===== src/rtl/sha256_pkg.sv =====
// sha256_pkg
//   Shared definitions for the sha256 core, the sha256_padder feeder and the
//   bitcoin top.
//   Contents:
//     padder_state_t           - padder FSM states (FILL, PAD, EMIT, LENBLK)
//     BLOCK_W, WORD_W, LEN_W   - block, word and message-length widths
//     pad_word(data, nbytes)   - keeps the first nbytes bytes of a word, then
//                                inserts the 0x80 marker byte and clears the
//                                remaining lower bytes
package sha256_pkg;

  localparam int BLOCK_W = 512;
  localparam int WORD_W  = 32;
  localparam int LEN_W   = 64;

  typedef enum logic [1:0] {
    FILL,
    PAD,
    EMIT,
    LENBLK
  } padder_state_t;

  // Bytes are left-justified, so the marker goes directly below the last
  // valid byte. Four valid bytes leave no room; the caller then pads the
  // following word, using nbytes 0.
  function automatic logic [31:0] pad_word(input logic [31:0] data,
                                           input logic [2:0]  nbytes);
    logic [31:0] w;
    case (nbytes)
      3'd0:    w = 32'h8000_0000;
      3'd1:    w = {data[31:24], 24'h80_0000};
      3'd2:    w = {data[31:16], 16'h8000};
      3'd3:    w = {data[31:8],  8'h80};
      default: w = data;
    endcase
    return w;
  endfunction

endpackage


===== src/rtl/sha256_padder.sv =====
// sha256_padder
//   Accepts a message as 32-bit big-endian words and emits FIPS 180-4 padded
//   512-bit blocks for the sha256 core.
//   Ports:
//     clk, reset                   - rising-edge clock, async active-high reset
//     in_valid/in_ready            - input word handshake
//     in_data, in_last, in_nbytes  - message word (first byte in [31:24]),
//                                    final-word flag, valid byte count 0..4
//     blk_valid/blk_ready          - output block handshake
//     blk_data                     - block, word 0 in [511:480]
//     blk_first, blk_last          - first/final block of the message
module sha256_padder
  import sha256_pkg::*;
(
  input  logic               clk,
  input  logic               reset,
  input  logic               in_valid,
  output logic               in_ready,
  input  logic [WORD_W-1:0]  in_data,
  input  logic               in_last,
  input  logic [2:0]         in_nbytes,
  output logic               blk_valid,
  input  logic               blk_ready,
  output logic [BLOCK_W-1:0] blk_data,
  output logic               blk_first,
  output logic               blk_last
);

  padder_state_t state, state_next;

  logic [3:0]       idx;
  logic [4:0]       pad_pos;
  logic [2:0]       pad_off;
  logic [LEN_W-1:0] bitlen;
  logic             first;
  logic             pend_len;
  logic             pad_next;

  // Input and output never overlap: words are only taken while filling.
  assign in_ready = (state == FILL) & ~reset;

  // State register.
  always_ff @(posedge clk or posedge reset) begin
    if (reset) state <= FILL;
    else       state <= state_next;
  end

  // Next-state logic. In FILL in_ready is high, so in_valid alone is the
  // handshake; in EMIT blk_valid is high, so blk_ready alone is.
  always_comb begin
    state_next = state;
    case (state)
      FILL: begin
        if (in_valid) begin
          if (in_last)           state_next = PAD;
          else if (idx == 4'd15) state_next = EMIT;
        end
      end
      PAD:    state_next = EMIT;
      EMIT: begin
        if (blk_ready) state_next = pend_len ? LENBLK : FILL;
      end
      LENBLK: state_next = EMIT;
      default: state_next = FILL;
    endcase
  end

  // Datapath. blk_data doubles as the word buffer while filling; it is only
  // visible to the consumer once blk_valid rises, and is frozen until the
  // handshake. The padded tail position pad_pos counts words 0..16, where 16
  // means the marker byte spills into the extra length-only block.
  always_ff @(posedge clk or posedge reset) begin
    if (reset) begin
      idx       <= '0;
      pad_pos   <= '0;
      pad_off   <= '0;
      bitlen    <= '0;
      first     <= 1'b1;
      pend_len  <= 1'b0;
      pad_next  <= 1'b0;
      blk_valid <= 1'b0;
      blk_first <= 1'b0;
      blk_last  <= 1'b0;
      blk_data  <= '0;
    end else begin
      case (state)
        FILL: begin
          if (in_valid) begin
            for (int i = 0; i < 16; i++) begin
              if (idx == 4'(i)) blk_data[BLOCK_W-1-WORD_W*i -: WORD_W] <= in_data;
            end
            bitlen <= bitlen + {58'd0, in_nbytes, 3'd0};
            if (in_last) begin
              pad_pos <= {1'b0, idx} + ((in_nbytes == 3'd4) ? 5'd1 : 5'd0);
              pad_off <= (in_nbytes == 3'd4) ? 3'd0 : in_nbytes;
            end else if (idx == 4'd15) begin
              blk_valid <= 1'b1;
              blk_first <= first;
              blk_last  <= 1'b0;
            end else begin
              idx <= idx + 4'd1;
            end
          end
        end

        // The length words are assigned after the zero fill so they win when
        // the tail leaves room for them in this block.
        PAD: begin
          for (int i = 0; i < 16; i++) begin
            if (5'(i) == pad_pos)
              blk_data[BLOCK_W-1-WORD_W*i -: WORD_W] <=
                pad_word(blk_data[BLOCK_W-1-WORD_W*i -: WORD_W], pad_off);
            else if (5'(i) > pad_pos)
              blk_data[BLOCK_W-1-WORD_W*i -: WORD_W] <= '0;
          end
          if (pad_pos <= 5'd13) begin
            blk_data[LEN_W-1:0] <= bitlen;
            blk_last            <= 1'b1;
          end else begin
            pend_len <= 1'b1;
            pad_next <= (pad_pos == 5'd16);
            blk_last <= 1'b0;
          end
          blk_valid <= 1'b1;
          blk_first <= first;
        end

        EMIT: begin
          if (blk_ready) begin
            blk_valid <= 1'b0;
            blk_first <= 1'b0;
            blk_last  <= 1'b0;
            first     <= 1'b0;
            if (!pend_len) begin
              idx <= '0;
              if (blk_last) begin
                bitlen <= '0;
                first  <= 1'b1;
              end
            end
          end
        end

        LENBLK: begin
          blk_data  <= {(pad_next ? 32'h8000_0000 : 32'h0), 416'd0, bitlen};
          blk_valid <= 1'b1;
          blk_first <= 1'b0;
          blk_last  <= 1'b1;
          pend_len  <= 1'b0;
          pad_next  <= 1'b0;
        end

        default: ;
      endcase
    end
  end

endmodule


===== config.mk =====
export PLATFORM = sky130hd
export DESIGN_NAME = sha256_padder
export DESIGN_NICKNAME = d
export VERILOG_FILES = /design/src/rtl/sha256_pkg.sv /design/src/rtl/sha256_padder.sv
export SDC_FILE = /design/constraint.sdc
export NUM_CORES = 1
export LEC_CHECK = 0
export BUFFER_PORTS_ARGS = -buffer_cell sky130_fd_sc_hd__buf_4
export CAP_MARGIN = 40
export CORE_MARGIN = 10
export CORE_UTILIZATION = 49
export CTS_CLUSTER_SIZE = 10
export DETAILED_ROUTE_END_ITERATION = 10
export GPL_TIMING_DRIVEN = 0
export PLACE_DENSITY_LB_ADDON = 0.12
export SLEW_MARGIN = 10
export SYNTH_ARGS = -nofsm -noshare
export SYNTH_HDL_FRONTEND = slang
export SYNTH_SLANG_ARGS = --single-unit

===== constraint.sdc =====
create_clock -name clk -period 20.7 [get_ports clk]
set_input_delay 4.14 -clock clk [delete_from_list [all_inputs] [get_ports clk]]
set_output_delay 4.14 -clock clk [all_outputs]
set_load 0.01 [all_outputs]

* Yosys cells after proc, flatten, opt, wreduce, memory -nomap -nowiden
Index checks and enable logic that the tools add are counted. W data, S select, Z words.
Word-level totals: output and inout bits 516, bits of input ports 40, logic and storage cells 458, bits in registers 596
Operators by class: mux-type cells 92, bitwise logic cells 2, eq/ne operators 190, order comparisons 17, add/subtract/negate cells 3, reduce and logical (&&, ||, !) cells 79
Operators by type and width (number):
- $mux W32 | 49
- $pmux W512 S3 | 1
- $mux W512 | 1
- $mux W64 | 5
- $ne A3 B3 Y1 const B | 56
- $pmux W32 S4 | 1
- $pmux W64 S2 | 1
- $reduce_and A8 Y1 | 16
- $reduce_and A7 Y1 | 16
- $reduce_and A6 Y1 | 17
- $reduce_and A5 Y1 | 17
- $ne A6 B2 Y1 const B | 14
- $ne A5 B2 Y1 const B | 14
- $add A64 B6 Y64 | 1
- $ne A4 B2 Y1 const B | 14
- $ne A3 B2 Y1 const B | 15
- $eq A4 B5 Y1 const A | 8
- $gt A4 B5 Y1 const A | 8
- $eq A4 B4 Y1 const B | 8
- $ne A2 B1 Y1 const B | 16
- $ne A4 B4 Y1 const B | 8
- $eq A3 B5 Y1 const A | 4
- $gt A3 B5 Y1 const A | 4
- $mux W4 | 5
- 41 further kinds | 84

* Logic depth before layout (Yosys ltp)
word-level depth 5, mapped depth 8, mapped depth without buffers 7

* Least setup slack after synthesis
Ideal clock, no wire load.
path kind in2out, start input port reset, end output port in_ready, arrival 4.399 ns, stages on the path 1, path slack 12.161 ns, required time 16.560 ns, path buffers 0, cell sequence nor3_1
Between the ends: longest elaborated chain between the ends 2
Ends and longest elaborated chain:
- start, declared | line sha256_padder.sv:16 | input logic reset,
- $not A1 Y1 | line sha256_padder.sv:40 | assign in_ready = (state == FILL) & ~reset;
- $and A1 B1 Y1 | line sha256_padder.sv:40
- end, declared | line sha256_padder.sv:18 | output logic in_ready,
Every way passes these cells.

* Worst setup path in the final report
Same ends and word-level chain as after synthesis.

==> results <==
- The number of nets in the synthesized netlist is 2,023.
- In the routed layout, each cell is associated on average with a via count of approximately 5.8.
- After synthesis, the mean cell area works out to 12.8 sq um.
- The TritonCTS clock tree is built.
- Summing internal, switching and leakage power gives 5.52 mW.
- After the flow finishes, the layout carries non-filler instances totaling 3,328.
- IR analysis of the VDD net gives a maximum drop of ~0.11 mV.
- The worst hold path belongs to the class register to register.
- For this run, the leading register cell type out of synthesis is sky130_fd_sc_hd__dfrtp_1.
- The proportion of synthesized chip area in sequential cells is about three fifths.
- The detailed-route wire length is 91,800 um.
- The data arrival time of the worst path is approximately 4.6 ns.
- The detailed-route wire length per cell is between 20 and 30 um.
- The pre-CTS worst setup slack is around 12 ns.
- The number of search-and-repair iterations in the first detailed-routing pass is 5.
- The longest clock path from root to sink contains 3 buffers.
- Once the clock tree was built, the resizer swapped 0 gates to a different size.
- From bottom edge to top edge, the die measures around 250 um.
- The type of the worst setup path is input pin to output port.
- The number of hold buffers added after CTS is 0.
- The maximum fanout along the worst path is 2.
- The library cell used most frequently in the layout, excluding fill and tap cells, is sky130_fd_sc_hd__dfrtp_1.
- The cell area after synthesis is between 20,000 and 30,000 sq um.
- The hold violation count in the final report is 0.
- The first global-routing pass estimated 133,000 um of wire.
- After synthesis, the share of flip-flops with an asynchronous set or reset is 100%.
- Counting flops with a built-in enable in the synthesized netlist gives 0.
- For the final routed database, the setup TNS stands at 0 ns.
- Setup violations remaining at the end of the flow were counted as 0.
- The total CTS buffers is 70.
- For this run, the number of Yosys warnings is 0.
- After clock tree synthesis, the setup repair step added 0 buffers.
- Counting I/O delays and the setup requirement, the final critical path takes ~8.7 ns.
- Setup slack on the critical path of the routed design comes to around 12 ns.
- At the pin with the least slew margin, the transition time is 0.904 ns.
- The synthesized netlist contains 75 unique library cells.
- Synthesis produced a netlist whose cell count is 1,973.
- Summing all non-filler instances in the final layout gives an area of ~33,000 sq um.
- Synthesis inferred approximately 590 register bits.
- The share of layout cells above drive strength 1 is between 40% and 50%.
- Relative to the synthesized area, the layout overhead comes to 29.4%.
- The overall track demand over capacity in global routing is around 29%.
- The routability congestion estimate is slightly below 1.
- For this design the ratio of total power to cell area is around 170 nW/um^2.
- The die boundary width is about 250 um.
- The final worst clock skew is roughly 0.022 ns.
- The placed instances occupy a cell area of between 30,000 and 40,000 sq um.
- The max-capacitance violation count is 0.
- Leaving out fill and tap cells, the most frequent cells in the layout are sky130_fd_sc_hd__dfrtp_1, sky130_fd_sc_hd__buf_4, sky130_fd_sc_hd__mux2_2.
- The clock tree synthesis step divided the H-tree into 3 levels.
- After clock tree synthesis, the clock-pin slew on the worst setup and hold paths is roughly 0.060 ns.
- The number of pins with negative max-slew slack in the final report is 0.
- The floorplan has 83 rows.
- The count of antenna-violating nets left after detailed routing is 0.
- The startpoint type of the worst setup path is an input pin.
- For this configuration, the core starts out at a cell density of 49.3%.
- The minimum setup slack among reg-to-reg paths is 17.49 ns.
- The portion of the clock cycle consumed by the worst path in the final layout is 42.0%.
- In the final design database the tool counted ~2,700 nets.
- The data required time of the worst path is roughly 17 ns.
- The leakage power of the design is roughly 15 nW.
- During I/O placement, the number of pins put on the boundary was ~560.
- The maximum clock frequency is roughly 110 MHz.
- The final hold slack is 0.469 ns.
- For this run, design rule violations remaining after detail routing come to 0.
- The starting DRC count in detailed routing is about 1,300.
- The normalized max-slew margin is around 40%.
- The cell at the root of the clock tree is sky130_fd_sc_hd__clkbuf_16.
- The total via count after detailed routing is about 19,000.
- Once detailed placement completed, the half-perimeter wirelength came to ~71,000 um.
- The area of the die is 61,000 sq um.
- The number of global-route vias before repair is around 20,000.
- The initial antenna violation count is 1.
- Entering global routing, the biggest net connects between 40 and 50 pins.
- Cells fill between 60% and 70% of the core in the end.
- The region available for standard cell placement spans slightly above 50,000 sq um.
- Setup repair after global routing left no endpoint under its margin.
- STA classifies the critical path endpoint as an output port.
- In this run the tool buffered the top-level ports with 555 buffer cells.
- The flow ran to the end, and the final reports show no timing, DRC or antenna violations.
- The total overflow left after global routing is 0.
- The number of sinks driven by the clock tree is ~600.
- At the later pin of the worst-skew pair, clock insertion delay measures roughly 0.60 ns.
- In this run, placement finished with an instance count of 3,238.
state kept, by name, indices dropped and copies added (netlist names):
register,count
blk_data,512
idx,4
pad_pos,5
first,1
blk_first,1
blk_valid,1
pad_off,3
pad_next,1
pend_len,1
bitlen,61
state,2
blk_last,1
path summary, 6_finish.rpt:
kind | cells past startpoint | endpoint | from
worst max register to register | 8 | bitlen[52] | bitlen[5]
max in group asynchronous | 7 | blk_data[97] | reset
worst min-delay path | 2 | first | first
min in group asynchronous | 2 | blk_data[41] | reset
worst max-delay path | 3 | in_ready | reset
worst min register to register | 2 | first | first
critical path: stages:
cell and delay (ns):
sky130_fd_sc_hd__buf_4 0.12, sky130_fd_sc_hd__nor3_1 0.14, sky130_fd_sc_hd__buf_4 0.15
report_power, final:
part           switching (mW)  total [mW]  internal [mW]  leakage [nW]
Clock                   0.459        1.09          0.629         0.938
Sequential              0.327        2.01           1.68          7.25
Combinational            1.24        2.42           1.18          6.57
final cells by class:
cell class                      count  area [sq um]
Fill cell                        4089         18500
Sequential cell                   593         14800
Multi-Input combinational cell   1255          9890
Timing Repair Buffer              585          4640
Clock buffer                       84          1870
Tap cell                          680           851
Buffer                            101           410
Inverter                           24          93.8
Clock inverter                      5          51.3
Antenna cell                        1          2.50
synth_stat cells, drive strengths merged (4+ instances only):
master,instances,area [sq um]
nor3,11,70.1
o211ai,4,30.0
a21o,11,82.6
o21ai,76,380
xnor2,4,35.0
mux2,438,4930
nand4,36,225
a21oi,186,1090
o32a,11,110
nand2,85,319
and2,10,62.6
buf,30,144
or3,26,163
dfrtp,592,14800
nand2b,8,50.1
mux2i,13,130
and4,9,78.8
a22oi,5,37.5
nor2b,33,206
or4,13,97.6
nand3b,4,30.0
and3,9,56.3
xor2,23,201
o21a,5,37.5
or2,6,37.5
nor4,6,43.8
nand3,38,195
o31ai,18,140
nor2,108,413
clkbuf,71,267
ha,9,113
a31oi,13,136
inv,23,86.3
a211oi,5,47.5
layer usage:
metal / track usage (%) / share of wire [%] / up-vias
met1: 36.3 / 39 / 9993
met3: 9.17 / 9.6 / 143
li1: - / - / 8413
met4: 10.4 / 3.4 / 0
met5: 0 / 0 / -
met2: 47.5 / 48 / 862
cells by family (layout without fill, tap and decap cells):
group	after synthesis	after routing	share of synthesized area, %
muxes	451	451	20.1
other	0	1	0
DFF	593	593	58.8
adders and majority gates	10	10	0.526
AOI/OAI and AO/OA	353	353	9.03
and+or+nand+nor	414	414	8.63
buffers and inverters	125	799	1.98
xor gates and xnor gates	27	27	0.937
No activity file was read; power rests on OpenSTA's default activity.
